--- src/rtl/bus_copy_dma.sv ---
// bus_copy_dma: second bus master that copies len 32-bit words from src to dst.
// Define BUS_COPY_DMA_TIMEOUT_EN to abort a copy whose response stalls for TIMEOUT cycles.
`ifndef BUS_WIDTH
`define BUS_WIDTH 32
`endif
`ifndef BUS_ACC_WIDTH
`define BUS_ACC_WIDTH 2
`endif
`ifndef BUS_ACC_4B
`define BUS_ACC_4B 2'd2
`endif

module bus_copy_dma #(
  parameter int ADDR_WIDTH = 32,
  parameter int LEN_WIDTH  = 16,
  parameter int TIMEOUT    = 255
) (
  input  logic                      clk_i,
  input  logic                      rst_i,
  input  logic                      start_i,
  input  logic [ADDR_WIDTH-1:0]     src_i,
  input  logic [ADDR_WIDTH-1:0]     dst_i,
  input  logic [LEN_WIDTH-1:0]      len_i,
  input  logic                      abort_i,
  output logic                      busy_o,
  output logic                      done_o,
  output logic                      err_o,
  output logic [ADDR_WIDTH-1:0]     err_addr_o,
  output logic [LEN_WIDTH-1:0]      remaining_o,
  output logic [ADDR_WIDTH-1:0]     addr_o,
  output logic                      w_rb_o,
  output logic [`BUS_ACC_WIDTH-1:0] acc_o,
  input  logic [`BUS_WIDTH-1:0]     rdata_i,
  output logic [`BUS_WIDTH-1:0]     wdata_o,
  output logic                      req_o,
  input  logic                      resp_i,
  input  logic                      fault_i
);

  typedef enum logic [2:0] {S_IDLE, S_RD_REQ, S_RD_WAIT, S_WR_REQ, S_WR_WAIT} state_t;

  state_t                 state_q;
  logic [ADDR_WIDTH-1:0]  src_q, dst_q, err_addr_q, addr_q;
  logic [LEN_WIDTH-1:0]   rem_q;
  logic [`BUS_WIDTH-1:0]  wdata_q;
  logic                   busy_q, done_q, err_q, w_rb_q, req_q, abort_q;

  logic [ADDR_WIDTH-1:0]  src_d, dst_d;
  logic [LEN_WIDTH-1:0]   rem_d;
  logic                   abort_d, last_d;

  if (TIMEOUT < 1) begin : g_timeout_range
    $error("bus_copy_dma: TIMEOUT must be at least 1");
  end

  assign src_d   = src_q + ADDR_WIDTH'(4);
  assign dst_d   = dst_q + ADDR_WIDTH'(4);
  assign rem_d   = rem_q - LEN_WIDTH'(1);
  // abort arriving in the same cycle as resp still ends the copy at that resp
  assign abort_d = abort_q | abort_i;
  assign last_d  = (rem_q == LEN_WIDTH'(1)) | abort_d;

`ifdef BUS_COPY_DMA_TIMEOUT_EN
  localparam int CNT_W = $clog2(TIMEOUT + 1);
  localparam logic [CNT_W-1:0] CNT_LAST = CNT_W'(TIMEOUT - 1);
  logic [CNT_W-1:0] cnt_q;
  logic             stall_d;
  assign stall_d = (cnt_q == CNT_LAST);
`endif

  always_ff @(posedge clk_i) begin
    if (rst_i) begin
      state_q    <= S_IDLE;
      src_q      <= '0;
      dst_q      <= '0;
      err_addr_q <= '0;
      addr_q     <= '0;
      rem_q      <= '0;
      wdata_q    <= '0;
      busy_q     <= 1'b0;
      done_q     <= 1'b0;
      err_q      <= 1'b0;
      w_rb_q     <= 1'b0;
      req_q      <= 1'b0;
      abort_q    <= 1'b0;
`ifdef BUS_COPY_DMA_TIMEOUT_EN
      cnt_q      <= '0;
`endif
    end else begin
      done_q <= 1'b0;
      req_q  <= 1'b0;
      if (busy_q && abort_i) abort_q <= 1'b1;
      case (state_q)
        S_IDLE: begin
          if (start_i) begin
            src_q   <= src_i;
            dst_q   <= dst_i;
            rem_q   <= len_i;
            err_q   <= 1'b0;
            abort_q <= 1'b0;
            if (len_i == '0) begin
              done_q <= 1'b1;
            end else if (src_i[1:0] != 2'b00) begin
              done_q     <= 1'b1;
              err_q      <= 1'b1;
              err_addr_q <= src_i;
            end else if (dst_i[1:0] != 2'b00) begin
              done_q     <= 1'b1;
              err_q      <= 1'b1;
              err_addr_q <= dst_i;
            end else begin
              busy_q  <= 1'b1;
              req_q   <= 1'b1;
              w_rb_q  <= 1'b0;
              addr_q  <= src_i;
              state_q <= S_RD_REQ;
            end
          end
        end
        S_RD_REQ: begin
          if (fault_i) begin
            err_q      <= 1'b1;
            err_addr_q <= src_q;
            done_q     <= 1'b1;
            busy_q     <= 1'b0;
            state_q    <= S_IDLE;
          end else begin
            state_q <= S_RD_WAIT;
`ifdef BUS_COPY_DMA_TIMEOUT_EN
            cnt_q   <= '0;
`endif
          end
        end
        S_RD_WAIT: begin
          if (resp_i) begin
            if (abort_d) begin
              done_q  <= 1'b1;
              busy_q  <= 1'b0;
              state_q <= S_IDLE;
            end else begin
              wdata_q <= rdata_i;
              req_q   <= 1'b1;
              w_rb_q  <= 1'b1;
              addr_q  <= dst_q;
              state_q <= S_WR_REQ;
            end
          end
`ifdef BUS_COPY_DMA_TIMEOUT_EN
          else if (stall_d) begin
            err_q      <= 1'b1;
            err_addr_q <= src_q;
            done_q     <= 1'b1;
            busy_q     <= 1'b0;
            state_q    <= S_IDLE;
          end else begin
            cnt_q <= cnt_q + CNT_W'(1);
          end
`endif
        end
        S_WR_REQ: begin
          if (fault_i) begin
            err_q      <= 1'b1;
            err_addr_q <= dst_q;
            done_q     <= 1'b1;
            busy_q     <= 1'b0;
            state_q    <= S_IDLE;
          end else begin
            state_q <= S_WR_WAIT;
`ifdef BUS_COPY_DMA_TIMEOUT_EN
            cnt_q   <= '0;
`endif
          end
        end
        S_WR_WAIT: begin
          if (resp_i) begin
            src_q <= src_d;
            dst_q <= dst_d;
            rem_q <= rem_d;
            if (last_d) begin
              done_q  <= 1'b1;
              busy_q  <= 1'b0;
              state_q <= S_IDLE;
            end else begin
              req_q   <= 1'b1;
              w_rb_q  <= 1'b0;
              addr_q  <= src_d;
              state_q <= S_RD_REQ;
            end
          end
`ifdef BUS_COPY_DMA_TIMEOUT_EN
          else if (stall_d) begin
            err_q      <= 1'b1;
            err_addr_q <= dst_q;
            done_q     <= 1'b1;
            busy_q     <= 1'b0;
            state_q    <= S_IDLE;
          end else begin
            cnt_q <= cnt_q + CNT_W'(1);
          end
`endif
        end
        default: begin
          busy_q  <= 1'b0;
          state_q <= S_IDLE;
        end
      endcase
    end
  end

  assign busy_o      = busy_q;
  assign done_o      = done_q;
  assign err_o       = err_q;
  assign err_addr_o  = err_addr_q;
  assign remaining_o = rem_q;
  assign addr_o      = addr_q;
  assign w_rb_o      = w_rb_q;
  assign acc_o       = `BUS_ACC_4B;
  assign wdata_o     = wdata_q;
  assign req_o       = req_q;

endmodule

--- config.mk ---
export PLATFORM = sky130hd
export DESIGN_NAME = bus_copy_dma
export DESIGN_NICKNAME = d
export VERILOG_FILES = /design/src/rtl/bus_copy_dma.sv
export SDC_FILE = /design/constraint.sdc
export NUM_CORES = 1
export LEC_CHECK = 0
export CAP_MARGIN = 10
export CORE_UTILIZATION = 25
export CTS_CLUSTER_DIAMETER = 30
export CTS_CLUSTER_SIZE = 10
export DETAILED_ROUTE_END_ITERATION = 12
export PLACE_DENSITY = 0.52
export SYNTH_ARGS = -nofsm -noshare
export SYNTH_HDL_FRONTEND = slang
export SYNTH_SLANG_ARGS = --single-unit
--- constraint.sdc ---
create_clock -name clk_i -period 2.5 [get_ports clk_i]
set_input_delay 0.75 -clock clk_i [delete_from_list [all_inputs] [get_ports clk_i]]
set_output_delay 0.75 -clock clk_i [all_outputs]
set_load 0.03 [all_outputs]
### Word-level counts from Yosys, hierarchy flattened

Cells that the tools add are included.

* flip-flop bits (word level): 185
* bits of input ports: 118
* output and inout bits: 119
* word-level logic and storage cells: 136

* $add $sub $neg: 3
* equal/unequal tests: 19
* multiplexer cells: 81
* bitwise logic cells: 3
* reductions and logical operators: 17

Operators by type and width (number)
* 32-bit 2-to-1 mux: 18
* 32-bit case mux with 3 select lines: 2
* 32-bit case mux with 2 select lines: 2
* 32-bit by 3-bit adder with 32-bit output, second input constant: 2
* 1-bit 2-to-1 mux: 41
* 16-bit 2-to-1 mux: 2
* 16-bit case mux with 2 select lines: 1
* 2-bit inequality test, second input constant: 12
* 3-bit 2-to-1 mux: 7
* 9-bit AND reduction: 2
* 16-bit by 1-bit == test with 1-bit output, second input constant: 1
* 16-bit zero test: 1
* 16-bit by 1-bit subtractor with 16-bit output, second input constant: 1
* 3-bit case mux with 5 select lines: 1
* 6-bit AND reduction: 2
* 3-bit AND reduction: 3
* 1-bit case mux with 4 select lines: 2
* 2-bit nonzero test: 4
* 3-bit by 2-bit == test with 1-bit output, second input constant: 2
* 1-bit case mux with 3 select lines: 2
* 3-bit nonzero test: 2
* 2-bit 2-to-1 mux: 2
* 3-bit by 1-bit == test with 1-bit output, second input constant: 1
* 3-bit == test, second input constant: 1
* 8 further kinds: 9

### Logic depth before layout (Yosys ltp)

Gate-level depths: netlist of run 1.

* depth in word-level cells: 6
* mapped depth: 8
* gate-level depth less buffers: 7

### Worst setup path after synthesis of run 1

Ideal clock, no wire load.

* kind: input port to flip-flop
* start: input port resp_i
* end: register addr_q[10], in the netlist addr_o[10]
* library setup time: 0.086 ns
* arrival: 2.187 ns
* data required time: 2.414 ns
* slack: 0.228 ns
* stages on the path: 7
* path buffers: 2
* cells stage by stage: clkbuf_1 -> maj3_1 -> a311o_1 -> o21ai_2 -> nor2_1 -> clkbuf_1 -> a211oi_1

* longest elaborated chain between the ends: 2
* elaborated cells on any way between the ends: 3
* classes of those cells: 2 x eq/ne; 1 x reduce/logical

RTL lines
* from (decl): line 36 `input logic resp_i,`
* 2-bit inequality test (no line)
* 9-bit AND reduction (no line) *
* to (signal assigned): line 115 `addr_q <= src_i;`
* to (signal assigned): line 144 `addr_q <= dst_q;`
* to (signal assigned): line 186 `addr_q <= src_d;`
* to (decl): line 43 `logic [ADDR_WIDTH-1:0] src_q, dst_q, err_addr_q, addr_q;`

Mark *: on every way between the ends. The rest lies on a longest branch, timed or not.
A chain may end at the register's enable or synchronous reset.

### Worst setup path after layout of run 1

* start: input port start_i
* end: register err_addr_q[3], in the netlist err_addr_o[3]

* longest elaborated chain between the ends: 2

RTL lines
* from (decl): line 20 `input logic start_i,`
* 2-bit inequality test (no line)
* 6-bit AND reduction (no line)
* to (signal assigned): line 106 `err_addr_q <= src_i;`
* to (signal assigned): line 110 `err_addr_q <= dst_i;`
* to (signal assigned): line 123 `err_addr_q <= src_q;`
* to (decl): line 43

No other way between the ends.

==> results of run 1 <==
[flip-flops by register name, indices dropped and copies added (netlist names)]
register	flops
addr_o	32
dst_q	32
err_addr_o	32
src_q	32
wdata_o	32
remaining_o	16
state_q	3
abort_q	1
busy_o	1
done_o	1
err_o	1
req_o	1
w_rb_o	1
[cell type report]
type	count	share of cell area, %
Clock inverter	12	0.808
Inverter	21	0.536
Multi-Input combinational cell	1023	41.6
Clock buffer	20	3.10
Tap cell	532	4.52
Timing Repair Buffer	365	24.2
Antenna cell	1	0.0170
Sequential cell	185	25.2
[worst register-to-register path, cell delays in order (launching register included)]
cell and delay (ps):
dfxtp_2 410, or3b_2 630, buf_4 310, nor2_1 420, buf_4 220, nand3_1 80
o211a_1 120
[worst max path at each step]
stage | endpoint | slack [ps] | cells past startpoint
final | err_addr_o[3] | 60 | 8
after global routing | err_addr_o[3] | -20 | 10
after CTS | err_addr_o[4] | 30 | 9
after detailed placement | err_addr_o[4] | -460 | 9
after global placement | err_addr_o[7] | -380 | 9
after floorplan | addr_o[10] | 230 | 7
[power breakdown]
part           leakage [nW]  switching [mW]  internal [mW]
clock                 0.273            1.30           1.44
combinational          3.25           0.797          0.683
sequential             1.52           0.200           3.11
total                  5.04            2.29           5.23
[metrics by stage]
step	total power, mW	utilization (%)	setup slack (ps)	instance area, sq um	hold WS [ps]
2_1_floorplan	4.04	-	228	10400	449
3_3_place_gp	4.82	34.5	-380	14100	440
3_5_place_dp	4.83	34.5	-456	14100	447
4_1_cts	7.59	35.9	27.6	14600	456
5_1_grt	7.85	36.0	-15.5	14700	477
6_report	7.52	36.0	63.2	14700	455
[per-layer routing]
layer / up-vias / GRT usage, % / routed length (um)
met5: - / 0 / 0
met1: 5564 / 27.9 / 19400
li1: 5563 / - / -
met4: 0 / 9.68 / 1800
met2: 563 / 32.8 / 20000
met3: 75 / 4.94 / 3870
[timing repair]
action,CTS,global route
setup endpoints to repair,0,57
endpoints found under the hold margin,0,0
resized for setup,0,10
hold buffers,0,0
[cells by family (layout without fill, tap and decap cells)]
logic type	count (synthesis)	in the layout
xor gates and xnor gates	8	8
muxes	12	12
buffers and inverters	152	418
adders and majority gates	5	5
and+or+nand+nor	496	496
other	2	3
DFF	185	185
AOI/OAI and AO/OA	500	500
[cell usage after synthesis (all sizes together) (11+ instances only)]
cell	number
o32ai	11
nand4	18
nand3	27
a221oi	16
inv	21
nor2b	35
or3	11
o21ai	70
a211oi	79
a311o	30
nand2	221
mux2i	11
buf	44
nor4	30
dfxtp	185
nor2	75
nor3	36
clkbuf	87
a22oi	24
a21oi	174
a311oi	25
==> impl_metrics.csv, run 1 <==
group,metric,value,unit
floorplan,fp.dieH,206,um
route,routed_wl,45100,um
clocking,cts-root-buf,"clkbuf_16",
worst_setup_path,r2r-end,"dst_q[26]",
worst_hold_path,hp-class,"reg2reg",
worst_setup_path,r2r_start,"state_q[2]",
worst_setup_path,critPathTopFamily,"buffers and inverters",
placement,dp.cells,2126,
worst_setup_path,critical-path-max-stage-delay,510,ps
placement,dp_hpwl,33500,um
timing,fmax,410,MHz
synthesis,syn_inst,1360,
worst_setup_path,rrSetupSlack,220,ps
timing,max-slew-margin-rel,62.8,%
grt,antenna_found_initial,1,
grt,grt_usage,21.2,%
clocking,cts_tree,"built",
route,post_drt_wl_per_cell,20.9,um
run,cap_violations,0,
worst_setup_path,critPathKind,"in2reg",
power_and_ir_drop,total_leakage_power,5.04,nW
synthesis,yosys.area_share.adder,0.580,%
grt,grt_pass1_wl,68600,um
worst_setup_path,r2r_cells,6,
timing,layout_min_cycle_time,2440,ps
synthesis,synth_compound_gate_area_share,32.3,%
worst_setup_path,cp_slowest_cell,"or4b_1",
route,drcViolationCount,0,
synthesis,synth_mux_area_share,1.17,%
synthesis,netlist_area,10400,sq um
floorplan,die_area,42300,sq um
route,drt-initial-drc-count,1256,
clocking,numCtsBuffers,17,
floorplan,die_w,206,um
final_layout,nets,1735,
worst_setup_path,crit_required,2880,ps
final_layout,final_layout_size_suffix_gt1_share,13.0,%
synthesis,synth_top_family_by_area,"compound AO/OA/AOI/OAI gates",
grt,grt.overflow.total,0,
floorplan,core,40800,sq um
worst_hold_path,min-delay-start,"wdata_o[13]",
floorplan,initial_core_util,25.4,%
power_and_ir_drop,p_per_area,511,nW/um^2
worst_setup_path,crit_start,"start_i",
route,num_vias,11800,
worst_setup_path,critPathLaunchType,"primary input",
final_layout,multi_input_area,6120,sq um
worst_setup_path,arrival,2820,ps
clocking,clock-sinks,185,
power_and_ir_drop,irDropWorstVdd,0.415,mV
clocking,path_clk_slew,70,ps
final_layout,fill_cells,4261,
synthesis,synth.distinct_cells,82,
timing,worst_slew_pin_slew,553,ps
synthesis,async_reset_ff_share,0,%
timing,fin_crit_sh,97.5,%
timing,fin_skew,17.9,ps
synthesis,yosys.area_share.xor_xnor,0.676,%
placement,portBuffers,234,
worst_setup_path,cp_cell_sequence,"clkdlybuf4s50_1 -> or4b_1 -> o2bb2ai_2 -> o21ai_4 -> buf_12 -> buf_4 -> a311o_1 -> a21oi_1",
route,drt_pre_antenna_iters,5,
timing,slew_violations,0,
synthesis,synth_area_leaders,"dfxtp_1, a21oi_1, nand2_1, a211oi_1, o21ai_0",
synthesis,synth.yosys.seq_area_share,35.8,%
timing,tns,0,ps
worst_hold_path,hold_end,"wdata_o[13]",
synthesis,synth_ff_type,"dfxtp_1",
synthesis,yosysWarnings,0,
synthesis,syn_avg_cell_area,7.62,sq um
synthesis,synth_edf_count,0,
clocking,htree_levels,4,
worst_hold_path,worstHoldPathCells,2,
placement,place.gp.congestion,0.917,
synthesis,synth_top_cell_area_share,35.8,%
synthesis,synth-simple-area-share,23.3,%
grt,grt_pass1_vias,11200,
timing,setup_viol,0,
worst_setup_path,crit_buf_inv,3,
worst_setup_path,path_max_fanout,17,
grt,grt_max_degree,62,
worst_setup_path,end_kind,"flip-flop",
synthesis,yosys_register_bits,185,
run_status,status,"completed",
floorplan,num_io_pins,237,
timing,finalHoldViolations,0,
clocking,post_cts_buffers,0,
final_layout,instances_no_fill,2159,
synthesis,synth_nets,1482,
route,antenna_left,0,
final_layout,regArea,3710,sq um
final_layout,layout_common_cells,"clkdlybuf4s50_1, nand2_1, dfxtp_1",
floorplan,rows,74,
final_layout,layout_commonest_cell,"clkdlybuf4s50_1",
clocking,clk_latency,450,ps
synthesis,yosysTopAreaCell,"dfxtp_1",
final_layout,area_growth_syn_to_layout,42.0,%
clocking,clockBufferDepth,2,
route,vias_per_cell,5.45,
Power figures use the tool's default switching activity.
==> inputs of run 2 (changes only) <==
--- a/config.mk
+++ b/config.mk
@@ -5,7 +5,7 @@
 export SDC_FILE = /design/constraint.sdc
 export NUM_CORES = 1
 export LEC_CHECK = 0
-export CAP_MARGIN = 10
+export CAP_MARGIN = 20
 export CORE_UTILIZATION = 25
 export CTS_CLUSTER_DIAMETER = 30
 export CTS_CLUSTER_SIZE = 10
==> results of run 2 <==
Same layout as run 1: the final DEF is identical, and so are final timing and power.
